<file path="src/rtl/if_id_skid_stage.sv">
// if_id_skid_stage: IF->ID register with a two-entry skid buffer, flush/NOP insertion,
// sign-extended immediate and saturating flush/bubble counters.
module if_id_skid_stage #(
  parameter int                 PC_W     = 32,
  parameter int                 INST_W   = 32,
  parameter int                 IMM_W    = 16,
  parameter logic [INST_W-1:0]  NOP_INST = '0,
  parameter int                 CNT_W    = 16
) (
  input  logic              clk,
  input  logic              rst,
  input  logic              in_valid,
  output logic              in_ready,
  input  logic [PC_W-1:0]   in_pc,
  input  logic [INST_W-1:0] in_inst,
  input  logic              flush,
  output logic              out_valid,
  input  logic              out_ready,
  output logic [PC_W-1:0]   out_pc,
  output logic [INST_W-1:0] out_inst,
  output logic [INST_W-1:0] out_imm,
  output logic [CNT_W-1:0]  flush_cnt,
  output logic [CNT_W-1:0]  bubble_cnt
);
  typedef enum logic [1:0] {EMPTY, ONE, FULL} state_t;
  state_t             state_q, state_d;
  logic [PC_W-1:0]    main_pc_q, main_pc_d, skid_pc_q, skid_pc_d;
  logic [INST_W-1:0]  main_inst_q, main_inst_d, skid_inst_q, skid_inst_d;
  logic [CNT_W-1:0]   flush_cnt_q, flush_cnt_d, bubble_cnt_q, bubble_cnt_d;
  logic               accept, pop;
  assign in_ready   = state_q != FULL;
  assign out_valid  = state_q != EMPTY;
  assign out_pc     = main_pc_q;
  assign out_inst   = out_valid ? main_inst_q : NOP_INST;
  assign out_imm    = {{(INST_W-IMM_W){out_inst[IMM_W-1]}}, out_inst[IMM_W-1:0]};
  assign flush_cnt  = flush_cnt_q;
  assign bubble_cnt = bubble_cnt_q;
  assign accept     = in_valid & in_ready;
  assign pop        = out_valid & out_ready;
  always_comb begin
    state_d     = state_q;
    main_pc_d   = main_pc_q;
    main_inst_d = main_inst_q;
    skid_pc_d   = skid_pc_q;
    skid_inst_d = skid_inst_q;
    if (flush) state_d = EMPTY;
    else begin
      unique case (state_q)
        EMPTY: if (accept) begin
          state_d     = ONE;
          main_pc_d   = in_pc;
          main_inst_d = in_inst;
        end
        ONE: if (accept & pop) begin
          main_pc_d   = in_pc;
          main_inst_d = in_inst;
        end else if (accept) begin
          state_d     = FULL;
          skid_pc_d   = in_pc;
          skid_inst_d = in_inst;
        end else if (pop) state_d = EMPTY;
        FULL: if (pop) begin
          state_d     = ONE;
          main_pc_d   = skid_pc_q;
          main_inst_d = skid_inst_q;
        end
        default: state_d = EMPTY;
      endcase
    end
    // a flush only counts when it actually throws away a held or offered entry
    flush_cnt_d  = (flush && (out_valid || in_valid) && !(&flush_cnt_q)) ? flush_cnt_q + CNT_W'(1) : flush_cnt_q;
    bubble_cnt_d = (!out_valid && out_ready && !(&bubble_cnt_q)) ? bubble_cnt_q + CNT_W'(1) : bubble_cnt_q;
  end
  always_ff @(posedge clk or posedge rst) begin
    if (rst) begin
      state_q      <= EMPTY;
      main_pc_q    <= '0;
      main_inst_q  <= NOP_INST;
      skid_pc_q    <= '0;
      skid_inst_q  <= NOP_INST;
      flush_cnt_q  <= '0;
      bubble_cnt_q <= '0;
    end else begin
      state_q      <= state_d;
      main_pc_q    <= main_pc_d;
      main_inst_q  <= main_inst_d;
      skid_pc_q    <= skid_pc_d;
      skid_inst_q  <= skid_inst_d;
      flush_cnt_q  <= flush_cnt_d;
      bubble_cnt_q <= bubble_cnt_d;
    end
  end
endmodule
</file>
<file path="config.mk">
export PLATFORM = sky130hd
export DESIGN_NAME = if_id_skid_stage
export DESIGN_NICKNAME = d
export VERILOG_FILES = /design/src/rtl/if_id_skid_stage.sv
export SDC_FILE = /design/constraint.sdc
export NUM_CORES = 1
export LEC_CHECK = 0
export CAP_MARGIN = 15
export CORE_MARGIN = 2
export CORE_UTILIZATION = 46
export CTS_BUF_LIST = sky130_fd_sc_hd__clkbuf_8
export DETAILED_ROUTE_END_ITERATION = 10
export GPL_TIMING_DRIVEN = 0
export PLACE_DENSITY = 0.9
export SYNTH_ARGS = -nofsm -noshare
export SYNTH_HDL_FRONTEND = slang
export SYNTH_SLANG_ARGS = --single-unit
</file>
<file path="constraint.sdc">
create_clock -name clk -period 5.11 [get_ports clk]
set_input_delay 0.511 -clock clk [delete_from_list [all_inputs] [get_ports clk]]
set_output_delay 0.511 -clock clk [all_outputs]
set_load 0.03 [all_outputs]
</file>
==> results_dict.tcl, run 1 <==
set metrics [dict create \
    outcome "finished clean" \
    drtIter0Drc 231 \
    rows 47 \
    grt_setup_unrepaired "false" \
    synth_top_cell_area_share 0.5192 \
    tightest_slew_ns 0.7079 \
    cts.root.buffer_cell "clkbuf_8" \
    fin_crit_sh 0.6989 \
    clock-sinks 162 \
    syn2layout_area_growth_pct 35.27 \
    yosys.area.top_type "dfrtp_1" \
    synth-seq-cells 162 \
    cts_buffers 17 \
    worst-setup-path-type "register to output pin" \
    die_h_um 134.3 \
    post-route-util 0.6369 \
    syn_area_mm2 0.007807 \
    synth.distinct_cells 47 \
    clock_skew_ns 0.01020 \
    yosys_warnings 0 \
    via_count 5117 \
    io_buffers 198 \
    synth_edf_count 0 \
    drt-pass1-iter-count 4 \
    synth_flop_cell "dfrtp_1" \
    start_kind "register" \
    max_freq_ghz 0.2800 \
    yosysSeqAreaShare 0.5192 \
    synthTopCellsByArea "dfrtp_1 52%, mux2_2 27%, buf_4 3.1%" \
    final.setup.tns_ns 0 \
    grt_max_degree 105 \
    clk_latency_ns 0.43 \
    final-setup-viol-count 0 \
    antenna_cells 0 \
    worstSetupEndpointType "output pin" \
    clkSlewWorstSetupHoldPaths_ns 0.09 \
    nFillCells 1257 \
    cts-resized-gates 0 \
    p_leak_nw 4.556 \
    grt_pass1_vias 5253 \
    drcViolationCount 0 \
    grt.total_usage 0.1874 \
    ctsLongestPathBuffers 2 \
    finalMaxSlewViolations 0 \
    synth_common_cells "189 x mux2_2, 162 x dfrtp_1, 32 x buf_4, 32 x nor2b_1, 20 x xor2_1" \
    crit_required_ns 4.60 \
    cts_setup_buffers 0 \
    synth_fp_nets 642 \
    path_max_fanout 16 \
    ctsHtreeMaxLevel 4 \
    synth_cells 571 \
    multiInputGateArea_mm2 0.003258 \
    ios 199 \
    antenna_found_initial 0 \
    critPathArrivalTime_ns 3.06 \
    drv_cap 0 \
    vias_per_cell 5.002 \
    layout_min_cycle_time_ns 3.572 \
    ant_nets 0 \
    grt_first_pass_wirelength_mm 26.83 \
    dp.final_hpwl_mm 11.70 \
    synth.most_common_cell "mux2_2" \
    cts_tree "yes" \
    seqCellArea_mm2 0.004054 \
    ctsHoldBuffers 0 \
    start_util 0.4708 \
    wl_per_cell_um 16.25 \
    hold_viol 0 \
    die_area_mm2 0.01803 \
    finalNetCount 861 \
    syn_avg_cell_area_um2 13.67 \
    overflow 0 \
    relSlewSlack 0.5263 \
    core-area_mm2 0.01658 \
    routed_wl_mm 16.62 \
    die_w_um 134.3 \
    place_congestion 0.8003 \
    drive_gt1_frac 0.3686 \
    hp-class "primary input to asynchronous set/reset pin" \
    vdd_ir_drop_max_uv 342.1 \
    synthArstFlopShare 1.000 \
    p_per_area_mw_per_mm2 397.6 \
    r2r_setup_slack_ns 3.25 \
]
through the flow:
| stage | area (um2) | power (mW) | instances | hold slack (ns) | worst slack (ns) |
|---|---|---|---|---|---|
| floorplan | 7807 | 2.628 | 571 | 0.4602 | 0.2224 |
| global placement | 10060 | 3.127 | 989 | 0.4695 | -2.076 |
| detailed placement | 10100 | 3.178 | 990 | 0.4816 | 1.812 |
| CTS | 10550 | 4.245 | 1022 | 0.4785 | 1.325 |
| global route | 10560 | 4.407 | 1023 | 0.5034 | 1.297 |
| finish | 10560 | 4.199 | 1023 | 0.4855 | 1.538 |
metal layers:
| metal | part of all wire | track usage | wire, um | up-vias |
|---|---|---|---|---|
| met3 | 0.057 | 0.04800 | 953 | 10 |
| met4 | 0.0093 | 0.05088 | 154 | 0 |
| met5 | 0 | 0 | 0 | - |
| met2 | 0.49 | 0.3104 | 8063 | 142 |
| met1 | 0.45 | 0.2459 | 7451 | 2548 |
| li1 | - | - | - | 2417 |
worst paths after layout:
path | start | to | cells past startpoint
hold reg to reg | bubble_cnt[15] | bubble_cnt[15] | 1
min in group clk | bubble_cnt[15] | bubble_cnt[15] | 1
hold / removal | rst | skid_pc_q[9] | 2
setup / recovery | state_q[0] | out_imm[26] | 7
setup reg to reg | bubble_cnt[0] | bubble_cnt[1] | 5
max in group asynchronous | rst | out_pc[18] | 3
critical path: stages (launching register included):
cell and delay, ns:
dfrtp_1 0.36, buf_2 0.17, nor2_1 0.57, clkbuf_1 0.45, nor2b_1 0.14, buf_4 0.22
buf_4 0.14, clkdlybuf4s50_1 0.58
kinds of logic after synthesis:
family / synth area share
mux: 0.2816
flops: 0.5192
simple gates: 0.09472
buf+inv: 0.06346
xor+xnor: 0.03365
compound gates: 0.004167
fa+ha+maj: 0.003205
cell type report:
class / instances / share of cell area
plain buffers: 59 / 0.04585
clock buffers: 20 / 0.02606
clock inverters: 12 / 0.01694
inverters: 3 / 0.001777
multi-input cells: 347 / 0.3085
flip-flops and latches: 162 / 0.3838
well taps: 220 / 0.02606
repair buffers: 200 / 0.1910
cells in the final DEF, fill, tap and decap left out, types with 2 or more instances in the layout:
master             n
and3_1             5
buf_2              6
buf_4             33
buf_6             18
bufinv_16          4
clkbuf_1           3
clkbuf_8          20
clkdlybuf4s50_1  198
clkinv_2           3
clkinv_4           4
dfrtp_1          162
ha_1               2
inv_1              2
mux2_1             4
mux2_2           189
nand2_1           11
nand3_1           10
nand4_1           11
nor2_1             8
nor2b_1           32
nor3_1            14
nor4_1             3
xnor2_1           10
xor2_1            20
flip-flops by register name, indices dropped and copies added (netlist names):
name         cells
bubble_cnt      16
skid_inst_q     32
flush_cnt       16
main_inst_q     32
state_q          2
out_pc          32
skid_pc_q       32
power breakdown:
part,internal [mW],switching [mW],total (mW),leakage [nW]
Combinational,0.685,0.657,1.34,2.35
Clock,0.575,0.480,1.06,0.233
Sequential,1.59,0.208,1.80,1.98
Power figures use the tool's default switching activity.
==> run 2, diff against run 1 <==
clock period = 3 ns   (was 5.11 ns; I/O delays follow)
==> run 2 against run 1 <==
Against the previous run:
- clock skew increased by 0.0054 ns
- wire length increased by 0.45%
- critical path depth is 1 lower
- combinational power rose by 71%
- total power grew 65%
- first-iteration DRC count is 18% lower
- final cell count grew 0.20%
- flip-flop and latch count is the same
- hold slack got worse by 0.19 ns
- via count grew 0.84%
- highest routed layer unchanged
==> results_dict.tcl, run 2 (synthesis gave the netlist of run 1 again) <==
set metrics [dict create \
    comb_power_share 0.332 \
    final_cells 1025 \
    clock-sinks 162 \
    ctsHoldBuffers 0 \
    hold_viol 0 \
    nFillCells 1296 \
    finalNetCount 863 \
    relSlewSlack 0.5298 \
    power_mw 6.917 \
    ctsLongestPathBuffers 2 \
    final.setup.tns_ns 0 \
    drt-pass1-iter-count 4 \
    via_count 5160 \
    tightest_slew_ns 0.7011 \
    placed_cells 993 \
    critPathArrivalTime_ns 2.49 \
    clkPwrFrac 0.224 \
    ios 199 \
    p_leak_nw 4.547 \
    crit_required_ns 2.70 \
    wl_per_cell_um 16.29 \
    worst-setup-path-type "register to output pin" \
    cts_tree "yes" \
    grt_first_pass_wirelength_mm 27.22 \
    finalWorstSetupSlack_ns 0.2085 \
    power_frac_seq 0.444 \
    clk_latency_ns 0.44 \
    vias_per_cell 5.034 \
    cts_setup_buffers 0 \
    die_h_um 134.3 \
    grt_setup_unrepaired "false" \
    r2r_setup_slack_ns 1.14 \
    finalMaxSlewViolations 0 \
    die_area_mm2 0.01803 \
    timing.hold.ws_ns 0.2927 \
    crit_chain "buf_2, nor2_4, clkbuf_2, nor2b_4, buf_4, clkdlybuf4s50_1" \
    final_common_cell "clkdlybuf4s50_1" \
    dp.final_hpwl_mm 11.96 \
    routed_wl_mm 16.70 \
    path_max_fanout 18 \
    core-area_mm2 0.01658 \
    clock_skew_ns 0.01564 \
    crit_path_top_delay_cell "clkdlybuf4s50_1" \
    vdd_ir_drop_max_uv 715.6 \
    clkSlewWorstSetupHoldPaths_ns 0.09 \
    pre_cts_slack_ns -0.08007 \
    syn2layout_area_growth_pct 35.03 \
    drv_cap 0 \
    grt_pass1_vias 5270 \
    die_w_um 134.3 \
    layout_min_cycle_time_ns 2.792 \
    p_int_mw 4.623 \
    outcome "finished clean" \
    grt_max_degree 43 \
    rows 47 \
    antenna_cells 0 \
    fin_crit_sh 0.9305 \
    start_kind "register" \
    grt.total_usage 0.1908 \
    overflow 0 \
    drtIter0Drc 189 \
    critPathMaxStageDelay_ns 0.66 \
    multiInputGateArea_mm2 0.003273 \
    drcViolationCount 0 \
    ant_nets 0 \
    drive_gt1_frac 0.3739 \
    final-setup-viol-count 0 \
    seqCellArea_mm2 0.004054 \
    p_per_area_mw_per_mm2 656.1 \
    antenna_found_initial 0 \
    max_freq_ghz 0.3582 \
    io_buffers 198 \
    p_sw_frac 0.3316 \
    switchingPower_mw 2.294 \
    ctsHtreeMaxLevel 4 \
    r2r_cells 6 \
    place_congestion 0.8148 \
    cts_buffers 17 \
    hp-class "primary input to asynchronous set/reset pin" \
    worstSetupEndpointType "output pin" \
    mostFrequentLayoutCells "198 x clkdlybuf4s50_1, 189 x mux2_2, 162 x dfrtp_1" \
    cts.root.buffer_cell "clkbuf_8" \
    start_util 0.4708 \
]
[run 2: cell count changes in the layout (fill, tap and decap cells not counted), sizes merged]
cell,before,now
clkinv,7,5
clkbuf,23,20
buf,58,60
bufinv,4,2
clkinvlp,0,4
inv,4,7
[run 2: power by group through the flow]
stage	Clock (mW)	Sequential, mW	Combinational, mW
2_1_floorplan	0	3.41	1.07
3_3_place_gp	0	3.08	2.25
3_5_place_dp	0	3.11	2.31
4_1_cts	1.61	3.07	2.32
5_1_grt	1.70	3.14	2.44
6_report	1.55	3.07	2.29
[run 2: through the flow]
stage	area, um2	utilization
floorplan	7811	-
global placement	10070	0.6071
detailed placement	10150	0.6120
CTS	10540	0.6354
global route	10540	0.6357
finish	10540	0.6357
[run 2: repair_timing]
item                       in CTS  in global routing
gates resized for setup         5                  3
hold endpoints to repair        0                  0
setup endpoints to repair      60                 24
[run 2: path summary, 6_finish.rpt]
check                               startpoint             end
worst max-delay path                state_q[0]     out_imm[16]
worst min-delay path                       rst   skid_pc_q[10]
worst max register to register    flush_cnt[0]   flush_cnt[11]
worst min register to register  skid_inst_q[5]  skid_inst_q[5]
max in group asynchronous                  rst  skid_inst_q[1]
min in group clk                    in_inst[5]  skid_inst_q[5]
[run 2: cell type report]
class,instances,area share
multi-input combinational,347,0.3105
clock buffer,17,0.02219
inverter,3,0.001424
sequential,162,0.3845
clock inverter,15,0.01341
tap,220,0.02611
buffer,59,0.04629
timing repair buffer,202,0.1956
[run 2: per-layer routing]
| metal | vias up | track usage | wire length [um] |
|---|---|---|---|
| li1 | 2427 | - | - |
| met1 | 2568 | 0.2471 | 7333 |
| met2 | 151 | 0.3098 | 8093 |
| met3 | 14 | 0.06198 | 1067 |
| met4 | 0 | 0.05205 | 204 |
| met5 | - | 0 | 0 |
[run 2: worst max-delay path, delay by kind of cell (launching register included)]
family	cells	cell delay (ns)
buffers and inverters	4	1.27
and+or+nand+nor	2	0.47
DFF	1	0.32
==> run 3, diff against run 2 <==
--- a/constraint.sdc
+++ b/constraint.sdc
@@ -3,2 +3,2 @@
 set_output_delay 0.3 -clock clk [all_outputs]
-set_load 0.03 [all_outputs]
+set_load 0.005 [all_outputs]
==> run 3 against run 2 <==
Against the previous run:
- count of clock-buffer cells in the layout unchanged
- final cell count stayed put
- die area unchanged
- via count rose by 0.23%
- final area hardly changed
- combinational power fell by 25%
- sequential share of layout area is essentially flat
- first-iteration DRC count rose by 4.8%
- fmax rose by 0.31%
- largest power group unchanged
- sequential power about the same
- non-clock buffer count unchanged
==> results_dict.tcl, run 3 (synthesis gave the netlist of run 1 again) <==
set metrics [dict create \
    outcome "finished clean" \
    relSlewSlack 0.5295 \
    grt_max_degree 43 \
    dpl_cell_area_mm2 0.01015 \
    fin_crit_sh 0.9277 \
    wl_per_cell_um 16.30 \
    clock-sinks 162 \
    worstSetupEndpointType "output pin" \
    place_congestion 0.8148 \
    ant_nets 0 \
    drt-pass1-iter-count 4 \
    multiInputGateArea_mm2 0.003268 \
    tightest_slew_ns 0.7016 \
    p_leak_nw 4.539 \
    antenna_found_initial 0 \
    clkSlewWorstSetupHoldPaths_ns 0.09 \
    io_buffers 198 \
    grt.total_usage 0.1905 \
    cts_buffers 17 \
    drtIter0Drc 198 \
    drcViolationCount 0 \
    nFillCells 1298 \
    ctsHtreeMaxLevel 4 \
    placed_cells 993 \
    cts_setup_buffers 0 \
    drive_gt1_frac 0.3714 \
    vias_per_cell 5.046 \
    clk_latency_ns 0.44 \
    die_w_um 134.3 \
    grt_pass1_vias 5272 \
    start_util 0.4708 \
    seqCellArea_mm2 0.004054 \
    crit_required_ns 2.70 \
    clock_skew_ns 0.01530 \
    antenna_cells 0 \
    core-area_mm2 0.01658 \
    drv_cap 0 \
    cts_tree "yes" \
    ctsHoldBuffers 0 \
    final_area_mm2 0.01054 \
    die_h_um 134.3 \
    final_common_cell "clkdlybuf4s50_1" \
    p_per_area_mw_per_mm2 602.0 \
    grt_setup_unrepaired "false" \
    grt_first_pass_wirelength_mm 27.17 \
    finalWorstSetupSlack_ns 0.2170 \
    via_count 5172 \
    ctsLongestPathBuffers 2 \
    dp.final_hpwl_mm 11.96 \
    layout_min_cycle_time_ns 2.783 \
    start_kind "register" \
    critPathArrivalTime_ns 2.48 \
    hold_viol 0 \
    ios 199 \
    pre_cts_slack_ns 0.08889 \
    die_area_mm2 0.01803 \
    cts.root.buffer_cell "clkbuf_8" \
    vdd_ir_drop_max_uv 536.2 \
    finalMaxSlewViolations 0 \
    hp-class "primary input to asynchronous set/reset pin" \
    worst-setup-path-type "register to output pin" \
    overflow 0 \
    final-setup-viol-count 0 \
    path_max_fanout 10 \
    rows 47 \
    mostFrequentLayoutCells "198 x clkdlybuf4s50_1, 189 x mux2_2, 162 x dfrtp_1" \
    syn2layout_area_growth_pct 34.94 \
    finalNetCount 863 \
    final_cells 1025 \
    max_freq_ghz 0.3593 \
    routed_wl_mm 16.71 \
    timing.hold.ws_ns 0.2925 \
]
-- run 3: cell count changes in the layout (fill, tap and decap cells not counted) --
| cell | delta |
|---|---|
| clkbuf_1 | +2 |
| clkbuf_2 | -2 |
| nor2_2 | +1 |
| nor2_4 | -1 |
-- run 3: path summary, 6_finish.rpt --
kind,endpoint,from,slack (ns),cells past startpoint
max in group asynchronous,out_pc[19],rst,1.86,4
min in group clk,skid_inst_q[5],in_inst[5],0.48,2
worst max-delay path,out_inst[4],state_q[0],0.22,6
worst min register to register,skid_inst_q[5],skid_inst_q[5],0.49,1
worst min-delay path,skid_pc_q[10],rst,0.29,2
worst max register to register,bubble_cnt[1],bubble_cnt[0],1.14,5
-- run 3: layer usage --
| layer | global-route usage | share of wire | up-vias | routed length, um |
|---|---|---|---|---|
| met5 | 0 | 0 | - | 0 |
| met3 | 0.06198 | 0.065 | 14 | 1091 |
| met2 | 0.3092 | 0.49 | 152 | 8107 |
| met4 | 0.05205 | 0.012 | 0 | 204 |
| li1 | - | - | 2425 | - |
| met1 | 0.2466 | 0.44 | 2581 | 7307 |
-- run 3: stage by stage --
step | power [mW] | setup TNS, ns | utilization
after floorplan | 3.909 | 0 | -
after global placement | 4.748 | -118.47 | 0.6071
after detailed placement | 4.839 | 0 | 0.6120
after CTS | 6.422 | 0 | 0.6350
after global routing | 6.712 | 0 | 0.6353
final | 6.342 | 0 | 0.6353
-- run 3: critical path, stage by stage (launching register included) --
cell,delay (ns)
dfrtp_1,0.36
buf_2,0.17
nor2_2,0.35
clkbuf_1,0.43
nor2b_1,0.15
buf_4,0.16
clkdlybuf4s50_1,0.43
-- run 3: timing repair --
item / in CTS / in global routing
endpoints found under the setup margin: 36 / 18
gates resized for setup: 3 / 1
pin swaps: 0 / 0
cloned: 0 / 0
-- run 3: layout make-up --
type                            count  area share
Inverter                            3    0.001425
Clock buffer                       17     0.02221
Clock inverter                     15     0.01342
Multi-Input combinational cell    347      0.3102
Sequential cell                   162      0.3848
Tap cell                          220     0.02613
Timing Repair Buffer              202      0.1957
Buffer                             59     0.04608
-- run 3: power by group --
part / switching, mW / internal, mW / leakage [nW] / total (mW)
combinational: 0.547 / 1.17 / 2.37 / 1.72
sequential: 0.357 / 2.71 / 1.98 / 3.07
clock: 0.822 / 0.733 / 0.195 / 1.56
total: 1.73 / 4.62 / 4.54 / 6.34
